--- config.mk ---
export PLATFORM = sky130hd
export DESIGN_NAME = alu_operand_stage
export DESIGN_NICKNAME = d
export VERILOG_FILES = /design/src/rtl/alu_operand_stage.sv
export SDC_FILE = /design/constraint.sdc
export NUM_CORES = 1
export LEC_CHECK = 0
export ABC_AREA = 1
export BUFFER_PORTS_ARGS = -buffer_cell sky130_fd_sc_hd__clkbuf_2
export CAP_MARGIN = 10
export CORE_ASPECT_RATIO = 0.75
export CORE_MARGIN = 1
export CORE_UTILIZATION = 52
export DETAILED_ROUTE_END_ITERATION = 10
export PLACE_DENSITY_LB_ADDON = 0.3
export SYNTH_ARGS = -nofsm -noshare
export SYNTH_HDL_FRONTEND = slang
export SYNTH_SLANG_ARGS = --single-unit
export TNS_END_PERCENT = 1
--- constraint.sdc ---
create_clock -name clk -period 2.92 [get_ports clk]
set_clock_uncertainty 0.15 [all_clocks]
set_input_delay 0 -clock clk [delete_from_list [all_inputs] [get_ports clk]]
set_output_delay 0 -clock clk [all_outputs]
set_load 0.03 [all_outputs]
--- src/rtl/alu_operand_stage.sv ---
// ---------------------------------------------------------------------------
// alu_operand_stage: ID/EX operand A/B select with forwarding, hazard stall
// and a single-entry valid/ready pipeline slot.                   Rev 1.0
// ---------------------------------------------------------------------------
`default_nettype none

module alu_operand_stage #(
  parameter int WIDTH = 32,
  parameter int NFWD  = 3,
  parameter int SELW  = 3,
  parameter int CNTW  = 16
) (
  input  logic                  clk,
  input  logic                  reset,
  input  logic                  in_valid,
  output logic                  in_ready,
  input  logic [WIDTH-1:0]      rs_data,
  input  logic [WIDTH-1:0]      rt_data,
  input  logic [WIDTH-1:0]      ext_out,
  input  logic                  alusrc,
  input  logic [SELW-1:0]       sel_a,
  input  logic [SELW-1:0]       sel_b,
  input  logic [NFWD*WIDTH-1:0] fwd_data,
  input  logic [NFWD-1:0]       fwd_valid,
  input  logic                  flush,
  output logic                  out_valid,
  input  logic                  out_ready,
  output logic [WIDTH-1:0]      a_out,
  output logic [WIDTH-1:0]      b_out,
  output logic [CNTW-1:0]       stall_cnt
);

  localparam logic [CNTW-1:0] C_CNT_MAX = {CNTW{1'b1}};

  logic [WIDTH-1:0] mux_a;
  logic [WIDTH-1:0] mux_b;
  logic             ok_a;
  logic             ok_b;
  logic             resolved;
  logic             accept;

  logic             out_valid_q, out_valid_d;
  logic [WIDTH-1:0] a_q, a_d;
  logic [WIDTH-1:0] b_q, b_d;
  logic [CNTW-1:0]  stall_cnt_q, stall_cnt_d;

  // Selects that match no forward source fall through to the register file.
  always_comb begin
    mux_a = rs_data;
    ok_a  = 1'b1;
    mux_b = rt_data;
    ok_b  = 1'b1;
    for (int k = 1; k <= NFWD; k++) begin
      if (sel_a == SELW'(k)) begin
        mux_a = fwd_data[k*WIDTH-1 -: WIDTH];
        ok_a  = fwd_valid[k-1];
      end
      if (sel_b == SELW'(k)) begin
        mux_b = fwd_data[k*WIDTH-1 -: WIDTH];
        ok_b  = fwd_valid[k-1];
      end
    end
    if (alusrc) begin
      mux_b = ext_out;
      ok_b  = 1'b1;
    end
  end

  assign resolved = ok_a & ok_b;
  assign in_ready = resolved & (~out_valid_q | out_ready) & ~flush;
  assign accept   = in_valid & in_ready;

  always_comb begin
    out_valid_d = out_valid_q;
    a_d         = a_q;
    b_d         = b_q;
    stall_cnt_d = stall_cnt_q;

    if (flush) begin
      out_valid_d = 1'b0;
    end else if (accept) begin
      out_valid_d = 1'b1;
      a_d         = mux_a;
      b_d         = mux_b;
    end else if (out_valid_q && out_ready) begin
      out_valid_d = 1'b0;
    end

    // Only hazard stalls count; pure backpressure leaves the counter alone.
    if (in_valid && !resolved && !flush && (stall_cnt_q != C_CNT_MAX)) begin
      stall_cnt_d = stall_cnt_q + CNTW'(1);
    end
  end

  always_ff @(posedge clk or negedge reset) begin
    if (!reset) begin
      out_valid_q <= 1'b0;
      a_q         <= '0;
      b_q         <= '0;
      stall_cnt_q <= '0;
    end else begin
      out_valid_q <= out_valid_d;
      a_q         <= a_d;
      b_q         <= b_d;
      stall_cnt_q <= stall_cnt_d;
    end
  end

  assign out_valid = out_valid_q;
  assign a_out     = a_q;
  assign b_out     = b_q;
  assign stall_cnt = stall_cnt_q;

endmodule

`default_nettype wire

### Word level (Yosys, flattened, before mapping)

Cells that the tools add are included.

| storage, ports and cells | value |
|---|---|
| register bits after elaboration | 81 |
| bits of input ports | 207 |
| output and inout bits | 82 |
| logic and storage cells | 44 |

| operators by class | value |
|---|---|
| reduce and logical (&&, ||, !) cells | 8 |
| multiplexer cells | 17 |
| bitwise operators | 7 |
| eq/ne operators | 7 |
| add/subtract/negate cells | 1 |

Operator list:

| kind | number |
|---|---|
| two-way mux 32 bit | 7 |
| adder 16 x 1 -> 16 bit (second input constant) | 1 |
| != test 16 bit (second input constant) | 1 |
| == test 3 x 2 -> 1 bit (second input constant) | 4 |
| two-way mux 1 bit | 10 |
| == test 3 x 1 -> 1 bit (second input constant) | 2 |
| bitwise AND 1 bit | 4 |
| logical AND 1 bit | 4 |
| nonzero test 3 bit | 1 |
| logical NOT 1 bit | 2 |
| NOT 1 bit | 2 |
| AND reduction 2 bit | 1 |
| OR 1 bit | 1 |

### Logic depth before layout (Yosys ltp)

Gate-level depths: netlist of the first run.

| logic depth | value |
|---|---|
| word-level depth | 11 |
| depth in mapped cells | 12 |
| depth with buffers taken out | 10 |

### Worst setup path before layout of the first run

OpenSTA, ideal clock, no wires.

| timing | value |
|---|---|
| kind | flip-flop to flip-flop |
| start | register stall_cnt_q[0], in the netlist stall_cnt[0] |
| end | register stall_cnt_q[13], in the netlist stall_cnt[13] |
| data arrival time | 1704 ps |
| path slack | 947 ps |
| library setup time | 119 ps |
| cell stages (with the launch flop) | 10 |
| path buffers | 1 |
| data required time | 2651 ps |
| cells stage by stage | dfrtp_1 ha_1 nand3_2 nor2_4 nand2_2 nor2_4 nand2_4 buf_2 nand4_1 nand2_1 |

| on the way | value |
|---|---|
| cells in the longest elaborated chain, start to end | 2 |
| elaborated cells on any way between the ends | 3 |
| those cells by class | 1 x add/sub; 1 x eq/ne; 1 x reduce/logical |

RTL lines:

| item | line | RTL |
|---|---|---|
| from (decl) | 45 | `logic [CNTW-1:0] stall_cnt_q, stall_cnt_d;` |
| from (signal assigned) | 105 | `stall_cnt_q <= stall_cnt_d;` |
| branches (longest 2 deep; another with adder 16 x 1 -> 16 bit) | n/a |  |

Parallel ways; which one is timed is not known.
A chain may end at the register's enable or synchronous reset.

### Worst setup path after layout of the first run

| timing | value |
|---|---|
| start | input sel_b[2] |
| end | register b_q[8], in the netlist b_out[8] |

| on the way | value |
|---|---|
| cells in the longest elaborated chain, start to end | 10 |
| elaborated cells on any way between the ends | 16 |
| those cells by class | 3 x eq/ne; 8 x mux; 4 x bitwise; 1 x reduce/logical |

RTL lines:

| item | line | RTL |
|---|---|---|
| from (decl) | 22 | `input logic [SELW-1:0] sel_b,` |
| == test 3 x 1 -> 1 bit | 58 | `if (sel_b == SELW'(k)) begin` |
| two-way mux 1 bit (3 in series) | 58 |  |
| two-way mux 1 bit | 63 | `if (alusrc) begin` |
| bitwise AND 1 bit | 69 | `assign resolved = ok_a & ok_b;` |
| bitwise AND 1 bit (2 in series) | 70 | `assign in_ready = resolved & (~out_valid_q \| out_ready) & ~flush;` |
| bitwise AND 1 bit | 71 | `assign accept = in_valid & in_ready;` |
| AND reduction 2 bit (no line) | n/a |  |
| to (signal assigned) | 99 | `b_q <= '0;` |
| to (signal assigned) | 104 | `b_q <= b_d;` |
| to (decl) | 44 | `logic [WIDTH-1:0] b_q, b_d;` |

Several ways; a longest one is shown, not always the timed one.

==> flow_summary.yaml, run 1 <==
run_status:
  run_status: "finished, final reports clean"
sta:
  timing.setup.tns_ps: 0
  timing.final.crit_share: 0.855
  hold_viol: 0
  final.hold.worst_slack_ps: 11.0
  final_max_slew_viol_count: 0
  max-slew-margin-rel: 0.287
  timing_worst_slew_pin_value_ps: 1070
  grt_setup_unrepaired: "no"
  fmaxAchievable_mhz: 401
  period_minus_slack_ps: 2500
  finalSetupViolations: 0
  final_critical_path_setup_slack_ps: 424
cells_and_area:
  number_of_filler_cells_placed_in_the_layout: 834
  fin_area_um2: 9530
  n_antenna_cell: 0
  layout.cells.non_filler: 1632
  post-route-util: 0.806
  areaGrowthSynthToFinish_pct: 48.2
  post_route_cells_drive_above_1_share: 0.254
  final_nets: 1674
yosys:
  ys_seq_elements: 81
  yosys_most_used_dff: "sky130_fd_sc_hd__dfrtp_1"
  post_synth_most_frequent_cells: "sky130_fd_sc_hd__nand2_1 (511), sky130_fd_sc_hd__nor2_1 (113), sky130_fd_sc_hd__nand3_1 (107)"
  synth.net_count: 1292
  synth_top_cell_by_area: "sky130_fd_sc_hd__dfrtp_1"
  number_of_enable_flip_flop_cells_after_synthesis: 0
  synth_warnings: 0
  synthCells: 1084
  share_of_flip_flops_with_an_asynchronous_set_or_reset: 1.00
  post_synth_instance_area_um2: 6430
  synth-seq-area-share: 0.315
  yosys.cell_types.count: 28
  most_frequent_cell_after_synthesis: "sky130_fd_sc_hd__nand2_1"
  synth.avg_cell_area_um2: 5.93
  synth_top_cell_area_share: 0.315
  post_synth_main_area_contributors: "sky130_fd_sc_hd__dfrtp_1 (32%), sky130_fd_sc_hd__nand2_1 (30%), sky130_fd_sc_hd__nand3_1 (8.3%)"
floorplanning:
  die_outline_width_um: 130
  die_height_um: 98.3
  num_io_pins: 289
  rows: 34
  fp.coreArea_um2: 11800
  die-area_um2: 12800
  initial_core_util: 0.544
clock_network:
  cts_tree: "yes"
  number_of_buffers_inserted_to_repair_setup_after_cts: 0
  cts_max_level: 3
  clockBufferDepth: 2
  cts_buffers: 9
  cts.clk_slew.worst_paths_ps: 60
  clkSinkCount: 81
  worstSkewPairLatency_ps: 340
  cts_root_buf: "sky130_fd_sc_hd__clkbuf_16"
detailed_routing:
  detail_route.wl_per_cell_um: 16.5
  antenna_violating_nets_post_route: 0
  routed-via-count: 9076
  number_of_drc_violations_after_detailed_routing_iteration_0: 956
  drt_drc_violations_left: 0
  drtPass1Iterations: 7
  postRouteWirelength_um: 26900
  route.detailed.vias_per_inst: 5.56
global_route:
  grt_max_degree: 65
  grt_pass1_wl_um: 42900
  grt-ovfl-total: 0
  global_routing_usage_summed_across_all_routing_layers: 0.429
  antenna_violations_before_repair: 0
  grt_pass1_vias: 8853
place:
  detailed_place_hpwl_um: 16600
  dp_cells: 1486
  pre_cts_slack_ps: 754
  gp_routability_congestion: 0.915
  placement.io_buffers: 288
  placement.cell_area_um2: 7900
pwr:
  leakage_nw: 5.47
  power_density_nw_per_um2: 501
  final_power_mw: 4.78
  irDropWorstVdd_mv: 0.357
worst_setup_path:
  crit_required_ps: 3050
  cp_max_fo: 22
  cp_data_arrival_time_ps: 2620
  timing.critical_path.from_type: "input port"
  crit_type: "in2reg"
  setup.worst_path.end_class: "register"
min_path:
  tightest_hold_check_type: "in2async"
job:
  cap_violations: 0
## layer usage
metal,vias to the layer above,GRT usage,routed length [um]
li1,4175,-,-
met1,4040,0.535,10300
met2,711,0.667,12000
met3,150,0.118,3310
met4,0,0.248,1370
met5,-,0,0
## final timing paths
path	cells after the start	to	slack, ps	start
worst max-delay path	11	b_out[8]	420	sel_b[2]
worst min-delay path	2	stall_cnt[12]	10	reset
worst max register to register	7	out_valid	440	out_valid
worst min register to register	2	a_out[27]	330	a_out[27]
max in group asynchronous	3	b_out[4]	1810	reset
min in group clk	6	stall_cnt[12]	110	in_valid
## kinds of logic (layout without fill, tap and decap cells)
group | Yosys count | count (layout) | share of synthesized area
and+or+nand+nor | 833 | 833 | 0.556
adders and majority gates | 1 | 1 | 0.00194
AOI/OAI and AO/OA | 36 | 36 | 0.0280
buffers and inverters | 126 | 512 | 0.0899
DFF | 81 | 81 | 0.315
xor gates and xnor gates | 7 | 7 | 0.00953
## sequential cells by signal, summed over array words and instances, names as in the netlist
name	cells
b_out	32
stall_cnt	16
out_valid	1
a_out	32
## area by class of cell
class / instances / area [um^2] / area share
clock buffer: 11 / 243 / 0.0255
clock inverter: 4 / 77.6 / 0.00814
inverter: 58 / 218 / 0.0228
multi-input combinational: 877 / 3830 / 0.402
sequential: 81 / 2030 / 0.213
tap: 162 / 203 / 0.0213
timing repair buffer: 439 / 2930 / 0.307
## timing repair
action                                 CTS  global route
gates resized for setup                  0             0
hold buffers                           131             0
endpoints found under the hold margin  139             0
## where the power goes
group,internal (mW),switching [mW],leakage (nW)
combinational,0.702,1.25,4.29
sequential,1.37,0.196,1.03
clock,0.772,0.490,0.156
total,2.84,1.93,5.47
## placed cells by master, fill, tap and decap left out, drive strengths merged
master / n
inv: 57
buf: 21
nand3: 111
clkinv: 3
or2: 32
a21oi: 32
nor3: 2
bufinv: 2
clkbuf: 298
nand2: 517
xnor2: 4
dlygate4sd3: 131
nand4: 54
nor2: 116
dfrtp: 81
nand3b: 1
xor2: 3
o21ai: 4
ha: 1
## critical path, cell delays in order
cell	delay, ps
sky130_fd_sc_hd__clkbuf_2	110
sky130_fd_sc_hd__clkinv_1	440
sky130_fd_sc_hd__nand3_1	560
sky130_fd_sc_hd__buf_4	410
sky130_fd_sc_hd__nand2_1	100
sky130_fd_sc_hd__nand3_1	80
sky130_fd_sc_hd__nand2_1	50
sky130_fd_sc_hd__a21oi_1	150
sky130_fd_sc_hd__dlygate4sd3_1	580
sky130_fd_sc_hd__nand2_1	60
sky130_fd_sc_hd__nand2_1	60
Note: power is estimated with default switching activity, not from simulation.
==> run 2: changes to the inputs <==
--- a/config.mk
+++ b/config.mk
@@ -12,6 +12,7 @@
 export CORE_MARGIN = 1
 export CORE_UTILIZATION = 52
 export DETAILED_ROUTE_END_ITERATION = 10
+export MAX_ROUTING_LAYER = met4
 export PLACE_DENSITY_LB_ADDON = 0.3
 export SYNTH_ARGS = -nofsm -noshare
 export SYNTH_HDL_FRONTEND = slang
==> flow_summary.yaml, run 2 (synthesis gave the netlist of run 1 again) <==
detailed_routing:
  drt_drc_violations_left: 0
  routed-via-count: 9049
  antenna_violating_nets_post_route: 0
  number_of_drc_violations_after_detailed_routing_iteration_0: 918
  drtPass1Iterations: 6
  route.detailed.vias_per_inst: 5.55
  detail_route.wl_per_cell_um: 16.4
  postRouteWirelength_um: 26800
worst_setup_path:
  setup.worst_path.end_class: "register"
  r2r_slack_ps: 570
  worstRegToRegCells: 7
  crit_required_ps: 3040
  cp_max_fo: 22
  r2r-end: "out_valid"
  cp_data_arrival_time_ps: 2590
  crit_type: "in2reg"
  reg_to_reg_critical_path_startpoint: "out_valid"
  timing.critical_path.from_type: "input port"
min_path:
  whs_endpoint: "b_out[14]"
  hold_path_depth: 7
  tightest_hold_check_type: "in2reg"
  worst_hold_startpoint: "rt_data[14]"
job:
  cap_violations: 0
pwr:
  share_clk_of_total_power: 0.272
  sw_frac_of_total: 0.397
  irDropWorstVdd_mv: 0.337
  total_switching_power_mw: 1.91
  part_of_the_total_power_dissipated_in_sequential_elements: 0.324
  power_density_nw_per_um2: 505
  leakage_nw: 5.47
  internal_power_mw: 2.91
  combinationalPowerShare: 0.404
place:
  pre_cts_slack_ps: 790
  gp_routability_congestion: 0.943
  placement.cell_area_um2: 7910
  detailed_place_hpwl_um: 16600
  placement.io_buffers: 288
  dp_cells: 1485
clock_network:
  cts.clk_slew.worst_paths_ps: 70
  cts_buffers: 9
  clockBufferDepth: 2
  worstSkewPairLatency_ps: 330
  cts.repair.resized: 0
  cts_root_buf: "sky130_fd_sc_hd__clkbuf_16"
  clkSinkCount: 81
  cts_tree: "yes"
  cts_max_level: 3
cells_and_area:
  post-route-util: 0.807
  layout.cells.most_common: "sky130_fd_sc_hd__nand2_1"
  post_route_cells_drive_above_1_share: 0.253
  number_of_filler_cells_placed_in_the_layout: 838
  fin_area_um2: 9540
  n_antenna_cell: 0
  areaGrowthSynthToFinish_pct: 48.4
  layout.cells.non_filler: 1631
  final_nets: 1672
  layout_common_cells: "sky130_fd_sc_hd__nand2_1 (510), sky130_fd_sc_hd__clkbuf_2 (287), sky130_fd_sc_hd__dlygate4sd3_1 (130)"
sta:
  finalSetupViolations: 0
  final_max_slew_viol_count: 0
  fmaxAchievable_mhz: 406
  timing.setup.tns_ps: 0
  timing_worst_slew_pin_value_ps: 1060
  max-slew-margin-rel: 0.291
  final_critical_path_setup_slack_ps: 455
  grt_setup_unrepaired: "no"
  timing.final.crit_share: 0.844
  hold_viol: 0
  period_minus_slack_ps: 2460
global_route:
  grt_most_used_layer: "met2"
  global_routing_usage_summed_across_all_routing_layers: 0.439
  grt-ovfl-total: 0
  grt_pass1_vias: 8841
  grt_max_degree: 65
  gr_met2_demand_resource: 0.663
  antenna_violations_before_repair: 0
  grtUsageMet1: 0.532
  grt_pass1_wl_um: 42400
  grt_util_met3: 0.110
floorplanning:
  fp.coreArea_um2: 11800
  initial_core_util: 0.544
  die-area_um2: 12800
  die_height_um: 98.3
  num_io_pins: 289
  rows: 34
  die_outline_width_um: 130
run_status:
  run_status: "finished, final reports clean"
## run 2: cell types whose count changed in the layout (fill, tap and decap cells not counted), sizes merged
cell / before / now
dlygate4sd3: 131 / 130
bufinv: 2 / 3
buf: 21 / 20
## run 2: critical path: stages
cell                            delay [ps]
sky130_fd_sc_hd__clkbuf_2              110
sky130_fd_sc_hd__clkinv_1              420
sky130_fd_sc_hd__nand3_1               530
sky130_fd_sc_hd__buf_4                 380
sky130_fd_sc_hd__nand2_1                80
sky130_fd_sc_hd__nand3_1                70
sky130_fd_sc_hd__nand2_1                60
sky130_fd_sc_hd__a21oi_1               160
sky130_fd_sc_hd__dlygate4sd3_1         620
sky130_fd_sc_hd__nand2_1                60
sky130_fd_sc_hd__nand2_1                70
## run 2: area by class of cell
cell class	count	area, um^2	area share
well taps	162	203	0.0212
clock inverters	5	104	0.0109
inverters	58	218	0.0228
clock buffers	11	233	0.0244
multi-input cells	877	3830	0.402
flip-flops and latches	81	2030	0.212
repair buffers	437	2930	0.307
## run 2: how the worst max path moves through the flow
stage | startpoint | endpoint
2_1_floorplan | stall_cnt[0] | stall_cnt[13]
3_3_place_gp | sel_b[2] | b_out[30]
3_5_place_dp | sel_b[2] | b_out[7]
4_1_cts | sel_b[2] | b_out[7]
5_1_grt | sel_b[2] | b_out[11]
6_report | sel_b[2] | b_out[2]
## run 2: power groups by stage
stage / registers, mW / clock network [mW] / logic, mW
5_1_grt: 1.59 / 1.36 / 2.10
3_3_place_gp: 1.56 / 0 / 1.67
6_report: 1.56 / 1.31 / 1.95
3_5_place_dp: 1.56 / 0 / 1.69
4_1_cts: 1.55 / 1.31 / 1.90
2_1_floorplan: 2.03 / 0 / 0.594
## run 2: what timing repair did
action | CTS | global route
hold buffers | 130 | 0
hold endpoints to repair | 146 | 0
setup endpoints to repair | 0 | 0
setup buffers | 0 | 0
## run 2: metal layers
layer / share of wire / vias up
met4: 0.051 / 0
met5: 0 / -
met3: 0.13 / 168
met2: 0.44 / 720
met1: 0.38 / 3987
li1: - / 4174
## run 2: through the flow
| step | power, mW | hold WS (ps) |
|---|---|---|
| floorplan | 2.62 | -446 |
| global placement | 3.23 | -121 |
| detailed placement | 3.25 | -114 |
| CTS | 4.76 | 15.4 |
| global route | 5.05 | 44.3 |
| finish | 4.82 | 25.6 |
==> run 3: changes to the inputs <==
--- a/config.mk
+++ b/config.mk
@@ -10,7 +10,7 @@
 export CAP_MARGIN = 10
 export CORE_ASPECT_RATIO = 0.75
 export CORE_MARGIN = 1
-export CORE_UTILIZATION = 52
+export CORE_UTILIZATION = 49
 export DETAILED_ROUTE_END_ITERATION = 10
 export MAX_ROUTING_LAYER = met4
 export PLACE_DENSITY_LB_ADDON = 0.3
==> constraint.sdc (replaced) <==
create_clock -name clk -period 2.4 [get_ports clk]
set_clock_uncertainty 0.15 [all_clocks]
set_input_delay 0 -clock clk [delete_from_list [all_inputs] [get_ports clk]]
set_output_delay 0 -clock clk [all_outputs]
set_load 0.03 [all_outputs]
==> flow_summary.yaml, run 3 (synthesis gave the netlist of run 1 again) <==
min_path:
  hold_path_depth: 7
  tightest_hold_check_type: "in2reg"
  worst_hold_startpoint: "rt_data[8]"
  whs_endpoint: "b_out[8]"
clock_network:
  clockBufferDepth: 2
  cts.repair.resized: 0
  worstSkewPairLatency_ps: 320
  cts_max_level: 3
  number_of_buffers_inserted_to_repair_setup_after_cts: 0
  cts_root_buf: "sky130_fd_sc_hd__clkbuf_16"
  cts_tree: "yes"
  hold_bufs_at_cts: 130
  cts_buffers: 9
  cts.clk_slew.worst_paths_ps: 60
  clkSinkCount: 81
global_route:
  global_routing_usage_summed_across_all_routing_layers: 0.394
  grt_pass1_vias: 8372
  grt_max_degree: 65
  grt-ovfl-total: 0
  antenna_violations_before_repair: 0
  grt_pass1_wl_um: 41000
cells_and_area:
  layout_common_cells: "sky130_fd_sc_hd__nand2_1 (510), sky130_fd_sc_hd__clkbuf_2 (287), sky130_fd_sc_hd__dlygate4sd3_1 (130)"
  layout.cells.most_common: "sky130_fd_sc_hd__nand2_1"
  areaGrowthSynthToFinish_pct: 48.8
  layout.cells.non_filler: 1639
  final_nets: 1676
  fin_area_um2: 9570
  n_antenna_cell: 0
  post_route_cells_drive_above_1_share: 0.257
detailed_routing:
  antenna_violating_nets_post_route: 0
  drtPass1Iterations: 6
  drt_drc_violations_left: 0
  number_of_drc_violations_after_detailed_routing_iteration_0: 859
  detail_route.wl_per_cell_um: 15.8
  route.detailed.vias_per_inst: 5.39
  routed-via-count: 8840
  postRouteWirelength_um: 25900
worst_setup_path:
  reg_to_reg_critical_path_startpoint: "out_valid"
  cp_data_arrival_time_ps: 2220
  crit_required_ps: 2450
  cp_max_fo: 32
  crit_type: "reg2reg"
  r2r-end: "out_valid"
  timing.critical_path.from_type: "register"
  worstRegToRegCells: 7
  r2r_slack_ps: 240
  setup.worst_path.end_class: "register"
floorplanning:
  rows: 35
  fp.coreArea_um2: 12500
  num_io_pins: 289
  die_outline_width_um: 134
  initial_core_util: 0.514
  die_height_um: 101
  die-area_um2: 13600
sta:
  fmaxAchievable_mhz: 462
  final_critical_path_setup_slack_ps: 235
  max-slew-margin-rel: 0.536
  timing.final.crit_share: 0.902
  timing_worst_slew_pin_value_ps: 696
  final_max_slew_viol_count: 0
  grt_setup_unrepaired: "no"
  timing.setup.tns_ps: 0
  period_minus_slack_ps: 2160
  finalSetupViolations: 0
  hold_viol: 0
pwr:
  power_density_nw_per_um2: 597
  leakage_nw: 5.49
  irDropWorstVdd_mv: 0.404
place:
  gp_routability_congestion: 0.934
  pre_cts_slack_ps: 473
  placement.cell_area_um2: 7960
  dp_cells: 1493
  detailed_place_hpwl_um: 17000
  placement.io_buffers: 288
run_status:
  run_status: "finished, final reports clean"
job:
  cap_violations: 0
-- run 3: worst max path at each step --
stage                          endpoint  slack [ps]         start  cells after the start
after floorplan           stall_cnt[13]         430  stall_cnt[0]                      9
after global placement     stall_cnt[9]         570  stall_cnt[0]                      9
after detailed placement  stall_cnt[15]         470  stall_cnt[0]                      9
after CTS                     out_valid         320     out_valid                      7
after global routing          out_valid         130     out_valid                      7
final                         out_valid         240     out_valid                      7
-- run 3: layer usage --
| metal | track usage | vias to the layer above | share of wire |
|---|---|---|---|
| li1 | - | 4180 | - |
| met1 | 0.482 | 3943 | 0.39 |
| met2 | 0.644 | 621 | 0.47 |
| met3 | 0.0706 | 96 | 0.11 |
| met4 | 0.173 | 0 | 0.033 |
| met5 | - | - | 0 |
-- run 3: layout make-up --
type,count,area [um^2]
multi-input cells,877,3840
inverters,58,218
clock inverters,5,61.3
fillers,971,2950
well taps,166,208
repair buffers,441,2970
clock buffers,11,253
flip-flops and latches,81,2030
-- run 3: metrics by stage --
| step | power, mW | utilization | hold WS (ps) |
|---|---|---|---|
| detailed placement | 3.97 | 0.635 | -110 |
| finish | 5.72 | 0.764 | 20.7 |
| global route | 6.00 | 0.764 | 53.2 |
| global placement | 3.94 | 0.635 | -110 |
| CTS | 5.68 | 0.764 | 24.6 |
| floorplan | 3.19 | - | -446 |
-- run 3: critical path: stages, from the launching register on --
cell and delay, ps:
sky130_fd_sc_hd__dfrtp_1 350, sky130_fd_sc_hd__inv_1 40, sky130_fd_sc_hd__nor2_1 100, sky130_fd_sc_hd__inv_1 120
sky130_fd_sc_hd__nand4_1 150, sky130_fd_sc_hd__buf_4 370, sky130_fd_sc_hd__o21ai_0 170, sky130_fd_sc_hd__dlygate4sd3_1 600
-- run 3: report_power, final --
group,internal [mW],switching [mW],leakage [nW]
clock,0.872,0.578,0.157
combinational,0.859,1.51,4.30
sequential,1.67,0.237,1.03
